===== config.mk =====
export PLATFORM = sky130hd
export DESIGN_NAME = mem_stage_ctrl
export DESIGN_NICKNAME = d
export VERILOG_FILES = /design/src/rtl/mem_stage_ctrl.sv
export SDC_FILE = /design/constraint.sdc
export NUM_CORES = 1
export LEC_CHECK = 0
export ABC_CLOCK_PERIOD_IN_PS = 2800
export BUFFER_PORTS_ARGS = -buffer_cell sky130_fd_sc_hd__buf_2
export CAP_MARGIN = 20
export CELL_PAD_IN_SITES_DETAIL_PLACEMENT = 0
export CELL_PAD_IN_SITES_GLOBAL_PLACEMENT = 1
export CORE_ASPECT_RATIO = 0.8
export CORE_UTILIZATION = 35
export CTS_CLUSTER_DIAMETER = 30
export DETAILED_ROUTE_END_ITERATION = 8
export PLACE_DENSITY = 0.74
export SLEW_MARGIN = 20
export SYNTH_ARGS = -nofsm -noshare
export SYNTH_HDL_FRONTEND = slang
export SYNTH_SLANG_ARGS = --single-unit

===== constraint.sdc =====
create_clock -name clk -period 2.8 [get_ports clk]
set_input_delay 0.14 -clock clk [delete_from_list [all_inputs] [get_ports clk]]
set_output_delay 0.14 -clock clk [all_outputs]
set_load 0.01 [all_outputs]

===== src/rtl/mem_stage_ctrl.sv =====
// Memory-access pipeline stage: drives the data-memory req/ack
// handshake and loads the MEM/WB register.
module mem_stage_ctrl #(
  parameter int TIMEOUT = 16,
  parameter int CNT_W   = 5
) (
  input  logic        clk,
  input  logic        reset_n,
  input  logic        in_valid,
  output logic        in_ready,
  input  logic        RegWrite_in,
  input  logic        MemWrite_in,
  input  logic        MemRead_in,
  input  logic        MemToReg_in,
  input  logic [1:0]  load_mode_in,
  input  logic [31:0] aluResult_in,
  input  logic [31:0] rt_in,
  input  logic [4:0]  writebackDestination_in,
  output logic        mem_req,
  output logic        mem_we,
  output logic [31:0] mem_addr,
  output logic [3:0]  mem_be,
  output logic [31:0] mem_wdata,
  input  logic [31:0] mem_rdata,
  input  logic        mem_ack,
  output logic        wb_valid,
  output logic        RegWrite_out,
  output logic        MemToReg_out,
  output logic [31:0] read_data_out,
  output logic [31:0] aluResult_out,
  output logic [4:0]  writebackDestination_out,
  output logic        align_err,
  output logic        bus_err
);

  typedef enum logic {S_IDLE, S_WAIT} state_t;

  localparam logic [CNT_W-1:0] LAST = CNT_W'(TIMEOUT - 1);

  state_t           state_q, state_d;
  logic [CNT_W-1:0] cnt_q, cnt_d;
  logic             req_q, req_d, we_q, we_d;
  logic [31:0]      addr_q, addr_d, wdata_q, wdata_d;
  logic [3:0]       be_q, be_d;
  logic             rw_q, rw_d, m2r_q, m2r_d, st_q, st_d;
  logic [1:0]       mode_q, mode_d, off_q, off_d;
  logic [31:0]      alu_q, alu_d;
  logic [4:0]       dst_q, dst_d;
  logic             wbv_q, wbv_d, rwo_q, rwo_d;
  logic             m2ro_q, m2ro_d;
  logic [31:0]      rdo_q, rdo_d, aluo_q, aluo_d;
  logic [4:0]       dsto_q, dsto_d;
  logic             aerr_q, aerr_d, berr_q, berr_d;

  logic        accept, is_mem, misalign;
  logic [3:0]  be_c;
  logic [31:0] wdata_c, ld_ext;
  logic [15:0] half_c;
  logic [7:0]  byte_c;

  assign in_ready = (state_q == S_IDLE) && reset_n;
  assign accept   = in_valid && in_ready;
  assign is_mem   = MemRead_in || MemWrite_in;

  always_comb begin
    misalign = 1'b0;
    be_c     = 4'b0001 << aluResult_in[1:0];
    wdata_c  = {4{rt_in[7:0]}};
    unique case (load_mode_in)
      2'b00: begin
        misalign = aluResult_in[1:0] != 2'b00;
        be_c     = 4'hF;
        wdata_c  = rt_in;
      end
      2'b01: begin
        misalign = aluResult_in[0];
        be_c     = aluResult_in[1] ? 4'hC : 4'h3;
        wdata_c  = {2{rt_in[15:0]}};
      end
      default: ;
    endcase
  end

  // Lane select uses the byte offset captured with the request.
  always_comb begin
    half_c = off_q[1] ? mem_rdata[31:16] : mem_rdata[15:0];
    byte_c = mem_rdata[7:0];
    unique case (off_q)
      2'd1:    byte_c = mem_rdata[15:8];
      2'd2:    byte_c = mem_rdata[23:16];
      2'd3:    byte_c = mem_rdata[31:24];
      default: ;
    endcase
    unique case (mode_q)
      2'b00:   ld_ext = mem_rdata;
      2'b01:   ld_ext = {{16{half_c[15]}}, half_c};
      2'b10:   ld_ext = {{24{byte_c[7]}}, byte_c};
      default: ld_ext = {24'd0, byte_c};
    endcase
  end

  always_comb begin
    state_d = state_q;
    cnt_d   = cnt_q;
    req_d   = req_q;
    we_d    = we_q;
    addr_d  = addr_q;
    be_d    = be_q;
    wdata_d = wdata_q;
    rw_d    = rw_q;
    m2r_d   = m2r_q;
    st_d    = st_q;
    mode_d  = mode_q;
    off_d   = off_q;
    alu_d   = alu_q;
    dst_d   = dst_q;
    wbv_d   = 1'b0;
    rwo_d   = rwo_q;
    m2ro_d  = m2ro_q;
    rdo_d   = rdo_q;
    aluo_d  = aluo_q;
    dsto_d  = dsto_q;
    aerr_d  = 1'b0;
    berr_d  = 1'b0;
    unique case (state_q)
      S_IDLE: begin
        if (accept && (!is_mem || misalign)) begin
          wbv_d  = 1'b1;
          rwo_d  = RegWrite_in && !is_mem;
          m2ro_d = MemToReg_in;
          rdo_d  = 32'd0;
          aluo_d = aluResult_in;
          dsto_d = writebackDestination_in;
          aerr_d = is_mem;
        end else if (accept) begin
          state_d = S_WAIT;
          cnt_d   = '0;
          req_d   = 1'b1;
          we_d    = MemWrite_in;
          addr_d  = {aluResult_in[31:2], 2'b00};
          be_d    = be_c;
          wdata_d = wdata_c;
          rw_d    = RegWrite_in;
          m2r_d   = MemToReg_in;
          st_d    = MemWrite_in;
          mode_d  = load_mode_in;
          off_d   = aluResult_in[1:0];
          alu_d   = aluResult_in;
          dst_d   = writebackDestination_in;
        end
      end
      S_WAIT: begin
        if (mem_ack || cnt_q == LAST) begin
          state_d = S_IDLE;
          req_d   = 1'b0;
          we_d    = 1'b0;
          wbv_d   = 1'b1;
          rwo_d   = rw_q && mem_ack;
          m2ro_d  = m2r_q;
          rdo_d   = (mem_ack && !st_q) ? ld_ext : 32'd0;
          aluo_d  = alu_q;
          dsto_d  = dst_q;
          berr_d  = !mem_ack;
        end else begin
          cnt_d = cnt_q + 1'b1;
        end
      end
      default: state_d = S_IDLE;
    endcase
  end

  always_ff @(posedge clk or negedge reset_n) begin
    if (!reset_n) begin
      state_q <= S_IDLE;
      cnt_q   <= '0;
      req_q   <= 1'b0;
      we_q    <= 1'b0;
      addr_q  <= 32'd0;
      be_q    <= 4'd0;
      wdata_q <= 32'd0;
      rw_q    <= 1'b0;
      m2r_q   <= 1'b0;
      st_q    <= 1'b0;
      mode_q  <= 2'd0;
      off_q   <= 2'd0;
      alu_q   <= 32'd0;
      dst_q   <= 5'd0;
      wbv_q   <= 1'b0;
      rwo_q   <= 1'b0;
      m2ro_q  <= 1'b0;
      rdo_q   <= 32'd0;
      aluo_q  <= 32'd0;
      dsto_q  <= 5'd0;
      aerr_q  <= 1'b0;
      berr_q  <= 1'b0;
    end else begin
      state_q <= state_d;
      cnt_q   <= cnt_d;
      req_q   <= req_d;
      we_q    <= we_d;
      addr_q  <= addr_d;
      be_q    <= be_d;
      wdata_q <= wdata_d;
      rw_q    <= rw_d;
      m2r_q   <= m2r_d;
      st_q    <= st_d;
      mode_q  <= mode_d;
      off_q   <= off_d;
      alu_q   <= alu_d;
      dst_q   <= dst_d;
      wbv_q   <= wbv_d;
      rwo_q   <= rwo_d;
      m2ro_q  <= m2ro_d;
      rdo_q   <= rdo_d;
      aluo_q  <= aluo_d;
      dsto_q  <= dsto_d;
      aerr_q  <= aerr_d;
      berr_q  <= berr_d;
    end
  end

  assign mem_req   = req_q;
  assign mem_we    = we_q;
  assign mem_addr  = addr_q;
  assign mem_be    = be_q;
  assign mem_wdata = wdata_q;

  assign wb_valid                 = wbv_q;
  assign RegWrite_out             = rwo_q;
  assign MemToReg_out             = m2ro_q;
  assign read_data_out            = rdo_q;
  assign aluResult_out            = aluo_q;
  assign writebackDestination_out = dsto_q;
  assign align_err                = aerr_q;
  assign bus_err                  = berr_q;

endmodule


; ---- After elaboration in Yosys (flattened, before gate mapping)
; Index checks and enable logic that the tools add are counted.
[totals]
output_inout_bits = 145
rom_bits = 0
ram_bits = 0
memories = 0
latch_bits = 0
word_cells = 102
ff_bits = 192
[op_classes]
bitwise_logic = 2
n_reduce_logical = 19
div_mod_pow = 0
shifts = 1
multipliers = 0
muxes = 45
add_sub_neg = 1
eq_ne = 12
n_lt_le_gt_ge = 0
[op_table]
columns = op, n
row1 = $pmux 32 s2, 3
row2 = $mux 32, 5
row3 = $pmux 32 s3, 1
row4 = $mux 5, 5
row5 = $pmux 8 s3, 1
row6 = $pmux 5 s2, 2
row7 = $mux 1, 18
row8 = $mux 16, 1
row9 = $pmux 1 s2, 7
row10 = $reduce_and 3->1, 3
row11 = $pmux 4 s2, 1
row12 = $eq 2x1->1 const B, 3
row13 = $eq 2x2->1 const B, 3
row14 = $logic_and 1x1->1, 6
row15 = $ne 2x2->1 const B, 3
row16 = $add 5x1->5 const B, 1
row17 = $eq 5x4->1 const B, 1
row18 = $logic_not 2->1, 2
row19 = $mux 4, 1
row20 = $ne 2x1->1 const B, 2
row21 = $shl 1x2->4 const A, 1
row22 = $logic_not 1->1, 3
row23 = $logic_or 1x1->1, 3
row24 = $not 1->1, 2
row25 = other kinds (2), 2

; ---- Logic depth before layout (Yosys ltp)
[logic_depth]
depth_word = 6
depth_mapped = 8
depth_no_buf = 8

; ---- Least setup slack after synthesis
; OpenSTA, ideal clock, no wires.
[synth_path]
path_type = register -> register
from = register cnt_q[0]
to = register m2ro_q, in the netlist MemToReg_out
stages_incl_launch_ff = 9
path_buffers = 1
setup_time_ns = 0.127
slack_ns = 0.768
arrival_ns = 1.904
cell_sequence = dfrtp_1 -> ha_1 -> and3_1 -> ha_1 -> o21ai_0 -> o21a_2 -> clkinv_2 -> buf_6 -> mux2_1
[synth_via]
elab_chain_cells = 4
[synth_lines]
columns = element, line_no
row1 = "start, declared", 41  ; logic [CNT_W-1:0] cnt_q, cnt_d;
row2 = "start signal, assigned", 198  ; cnt_q <= cnt_d;
row3 = $eq 5x4->1, 153  ; if (mem_ack || cnt_q == LAST) begin
row4 = $logic_or 1x1->1, 153
row5 = $ne 2x1->1 (no source line), --
row6 = $reduce_and 2->1 (no source line), --
row7 = "end signal, assigned", 213  ; m2ro_q <= m2ro_d;
row8 = "end, declared", 50  ; logic m2ro_q, m2ro_d;
; Every way passes these cells.
; A chain may end at the register's enable or synchronous reset.

; ---- Worst setup path in the final report
[layout_path]
from = input port MemWrite_in
to = register aluo_q[24], in the netlist aluResult_out[24]
[layout_via]
elab_chain_cells = 6
[layout_lines]
columns = element, line_no
row1 = "start, declared", 12  ; input logic MemWrite_in,
row2 = $logic_or 1x1->1, 63  ; assign is_mem = MemRead_in || MemWrite_in;
row3 = $logic_not 1->1, 127  ; if (accept && (!is_mem || misalign)) begin
row4 = $logic_or 1x1->1, 127
row5 = $logic_and 1x1->1, 127
row6 = $ne 2x1->1 (no source line), --
row7 = $reduce_and 2->1 (no source line), --
row8 = "end signal, assigned", 215  ; aluo_q <= aluo_d;
row9 = "end, declared", 51  ; logic [31:0] rdo_q, rdo_d, aluo_q, aluo_d;
; Every way passes these cells.

==> run_results.csv <==
group,metric,value,unit
status,outcome,"finished clean",
timing,period_share,82.26,%
cts,htreeDepth,4,
logic_synthesis,synth_seq_cells,160,
final_layout,diodes,0,
logic_synthesis,yosys.area_share.simple,13.50,%
route,drc,0,
global_routing,grt-ovfl-total,0,
route,firstDrtPassIters,4,
logic_synthesis,synth-adder-area-share,0.3234,%
logic_synthesis,synth_cell_types,41,
worst_hold_path,hold_class,"primary input to flip-flop",
timing,setup_viol_count_final,0,
logic_synthesis,ys.flop_type,"dfrtp_1",
cts,clk_pin_slew,0.08,ns
logic_synthesis,synthCells,753,
worst_setup_path,r2r_slack,0.50,ns
cts,cts_buffers,17,
logic_synthesis,synth_edf_count,0,
logic_synthesis,synthXorXnorAreaFrac,0.2264,%
worst_setup_path,worstSetupStartpointType,"primary input",
cts,cts_buffer_depth,2,
timing,slew_headroom,41.27,%
cts,cts_tree,"yes",
logic_synthesis,synth_top_family_by_area,"multiplexers",
power_and_ir_drop,ir_worst_vdd,0.3770,mV
placed_design,io_buffer_count,253,
timing,finClkSkew,0.01348,ns
die,initial_utilization,35.79,%
global_routing,antenna_found_initial,0,
cts,clock_sinks,160,
power_and_ir_drop,p_leak,0.005174,µW
final_layout,fillers,2059,
final_layout,drive_above_1_share,34.54,%
worst_hold_path,holdCritStartpoint,"rt_in[21]",
logic_synthesis,seq_area_frac_synth,51.74,%
power_and_ir_drop,power_density,779.7,nW/µm²
worst_hold_path,min_path_cells,3,
timing,fin_crit,2.303,ns
die,die_x,168.2,µm
worst_setup_path,r2r_start,"cnt_q[0]$_DFFE_PN0P_",
final_layout,multiInputGateArea,3238,µm²
logic_synthesis,yosysWarningCount,0,
route,drt_wl_total,21830,µm
die,fp-row-count,48,
route,wl_per_cell,16.79,µm
timing,tightest_slew,0.8810,ns
final_layout,area_delta_synth_final,31.24,%
placed_design,dp_hpwl,14950,µm
worst_setup_path,arrival,2.61,ns
route,via_count,6331,
worst_setup_path,critPathRequiredTime,3.10,ns
worst_setup_path,reg2regPathDepth,8,
worst_setup_path,critPathMaxStageDelay,0.55,ns
final_layout,final_nets,1125,
die,design.core.area,21620,µm²
worst_setup_path,cp_max_fo,40,
die,die_h,135,µm
worst_setup_path,regToRegEndpoint,"aluResult_out[24]$_DFFE_PN0P_",
worst_setup_path,slowest_stage,"dlygate4sd3_1",
logic_synthesis,synth.area.mux_share,16.60,%
placed_design,place_ws,0.4982,ns
die,die_area,22710,µm²
worst_hold_path,hold_end,"mem_wdata[21]$_DFFE_PN0P_",
global_routing,grt_max_degree,159,
timing,finalHoldViolations,0,
final_layout,utilization,46.97,%
placed_design,gp_congestion,0.8366,
flow_run,cap_violations,0,
timing,fin_ws,0.4966,ns
timing,setup-tns-final,0,ns
route,routed_via_density,4.870,
route,drt-initial-drc-count,437,
timing,slew_viol_final,0,
route,ant_nets,0,
cts,insertion_delay,0.43,ns
global_routing,grt_pass1_wl,34200,µm
logic_synthesis,synth_area_per_cell,10.28,µm²
logic_synthesis,synth_area,7739,µm²
cts,root_buffer,"clkbuf_16",
logic_synthesis,ys_async_sr_fraction,100.0,%
global_routing,grt_pass1_vias,6228,
die,pin_count,256,
logic_synthesis,synth_compound_gate_area_share,10.88,%
worst_setup_path,crit_chain,"dlygate4sd3_1 -> buf_2 -> nor2_1 -> inv_1 -> and2_1 -> o21a_2 -> clkinv_2 -> buf_4 -> mux2_1",
global_routing,grt_use_total,19.39,%
worst_setup_path,crit_path_end_kind,"flip-flop",
timing,fmax,434.1,MHz
timing,grt_setup_unrepaired,"no",
worst_setup_path,path_class,"primary input to flip-flop",
final_layout,seqCellArea,4005,µm²
-- how the worst max path moves through the flow --
stage,startpoint,depth (start not counted),end
2_1_floorplan,cnt_q[0]$_DFFE_PN0P_,8,MemToReg_out$_DFFE_PN0P_
3_3_place_gp,cnt_q[0]$_DFFE_PN0P_,8,aluResult_out[2]$_DFFE_PN0P_
3_5_place_dp,cnt_q[0]$_DFFE_PN0P_,8,RegWrite_out$_DFFE_PN0P_
4_1_cts,cnt_q[0]$_DFFE_PN0P_,8,aluResult_out[24]$_DFFE_PN0P_
5_1_grt,cnt_q[0]$_DFFE_PN0P_,8,aluResult_out[24]$_DFFE_PN0P_
6_report,MemWrite_in,9,aluResult_out[24]$_DFFE_PN0P_
-- worst max-delay path: cells and delay by family --
kind	cells	cell delay, ns
buffers and inverters	5	1.35
AO/OA/AOI/OAI	1	0.22
AND/OR/NAND/NOR	2	0.48
multiplexers	1	0.39
-- layout by cell type (no fill, tap or decap), types with 2 or more instances in the layout --
| cell | synthesis | layout |
|---|---|---|
| or2_2 | 2 | 2 |
| dfrtp_1 | 160 | 159 |
| and2_1 | 3 | 3 |
| a211o_1 | 8 | 8 |
| xor2_1 | 2 | 2 |
| mux2_1 | 39 | 39 |
| ha_1 | 2 | 2 |
| buf_12 | 0 | 3 |
| inv_1 | 5 | 5 |
| nand2_1 | 200 | 200 |
| clkinv_8 | 0 | 4 |
| clkinv_2 | 1 | 2 |
| nand3_1 | 4 | 3 |
| o21ai_0 | 37 | 37 |
| a21o_1 | 3 | 3 |
| nor2b_1 | 8 | 8 |
| mux2i_1 | 26 | 26 |
| inv_6 | 0 | 3 |
| clkbuf_16 | 0 | 17 |
| nor2_1 | 21 | 20 |
| inv_8 | 0 | 4 |
| a21oi_1 | 57 | 57 |
| o2bb2ai_1 | 24 | 24 |
| dlygate4sd3_1 | 0 | 53 |
| buf_2 | 13 | 252 |
| conb_1 | 1 | 2 |
| mux4_2 | 8 | 8 |
| nand2b_1 | 9 | 9 |
| mux2_2 | 36 | 36 |
| clkinv_4 | 0 | 2 |
| buf_4 | 33 | 12 |
-- power by group --
group	internal [µW]	switching (µW)	leakage (µW)	total [µW]
Sequential	2920	386	0.00201	3310
Clock	1200	1110	0.000287	2310
Combinational	1060	1240	0.00287	2290
Total	5180	2740	0.00517	7920
-- cell usage after synthesis, types with 2 or more instances --
library cell | count | area [µm²]
ha_1 | 2 | 25.02
o21ai_0 | 37 | 185.2
nand2b_1 | 9 | 56.30
and2_1 | 3 | 18.77
buf_2 | 13 | 65.06
clkbuf_1 | 24 | 90.09
or2_2 | 2 | 12.51
buf_1 | 6 | 22.52
buf_4 | 33 | 247.7
inv_1 | 5 | 18.77
dfrtp_1 | 160 | 4004
nor2_1 | 21 | 78.83
nor2b_1 | 8 | 50.05
a21oi_1 | 57 | 285.3
o2bb2ai_1 | 24 | 210.2
and3_1 | 2 | 12.51
mux4_2 | 8 | 180.2
a21o_1 | 3 | 22.52
a211o_1 | 8 | 70.07
xor2_1 | 2 | 17.52
mux2_2 | 36 | 405.4
nand3_1 | 4 | 20.02
buf_6 | 6 | 67.56
mux2_1 | 39 | 439.2
nand2_1 | 200 | 750.7
mux2i_1 | 26 | 260.3
-- final cells by class --
class / instances / share of cell area, %
Tap cell: 275 / 3.388
Timing Repair Buffer: 321 / 19.23
Inverter: 6 / 0.2341
Sequential cell: 160 / 39.44
Clock inverter: 15 / 1.639
Multi-Input combinational cell: 506 / 31.88
Clock buffer: 17 / 4.189
-- registers in the layout, indices dropped and copies added, names as in the netlist --
signal,flops
off_q,1
state_q,1
writebackDestination_out,5
align_err,1
mem_be,4
bus_err,1
wb_valid,1
aluResult_out,32
mem_wdata,32
RegWrite_out,1
dst_q,5
MemToReg_out,1
rw_q,1
mem_req,1
read_data_out,32
cnt_q,5
mem_we,1
m2r_q,1
mode_q,2
alu_q,31
st_q,1
-- routing by layer --
metal	global-route usage (%)	part of all wire, %	wire (µm)	vias up
li1	-	-	-	3046
met1	27.02	47	10270	3082
met2	29.71	46	9945	180
met3	4.924	5.9	1293	23
met4	5.808	1.5	324	0
met5	0	0	0	-
-- cell families after synthesis --
logic type,Yosys count
AND/OR/NAND/NOR,255
flip-flops,160
AO/OA/AOI/OAI,136
multiplexers,109
buffers and inverters,88
adder cells (fa/ha/maj),2
XOR/XNOR,2
other,1
-- per-stage QoR --
stage / instances / hold slack, ns / cell area (µm²) / total power (µW)
4_1_cts: 1300 / 0.001565 / 10150 / 8006
2_1_floorplan: 754 / -0.1556 / 7742 / 4709
5_1_grt: 1300 / 0.007580 / 10160 / 8380
6_report: 1300 / 0.008383 / 10160 / 7918
3_3_place_gp: 1215 / -0.05819 / 9031 / 5570
3_5_place_dp: 1215 / -0.05950 / 9031 / 5611
-- what timing repair did --
action,CTS,global route
setup endpoints to repair,0,0
setup buffers,0,0
resized for setup,0,0
hold buffers,53,0
endpoints found under the hold margin,124,0
Note: power is estimated with default switching activity, not from simulation.
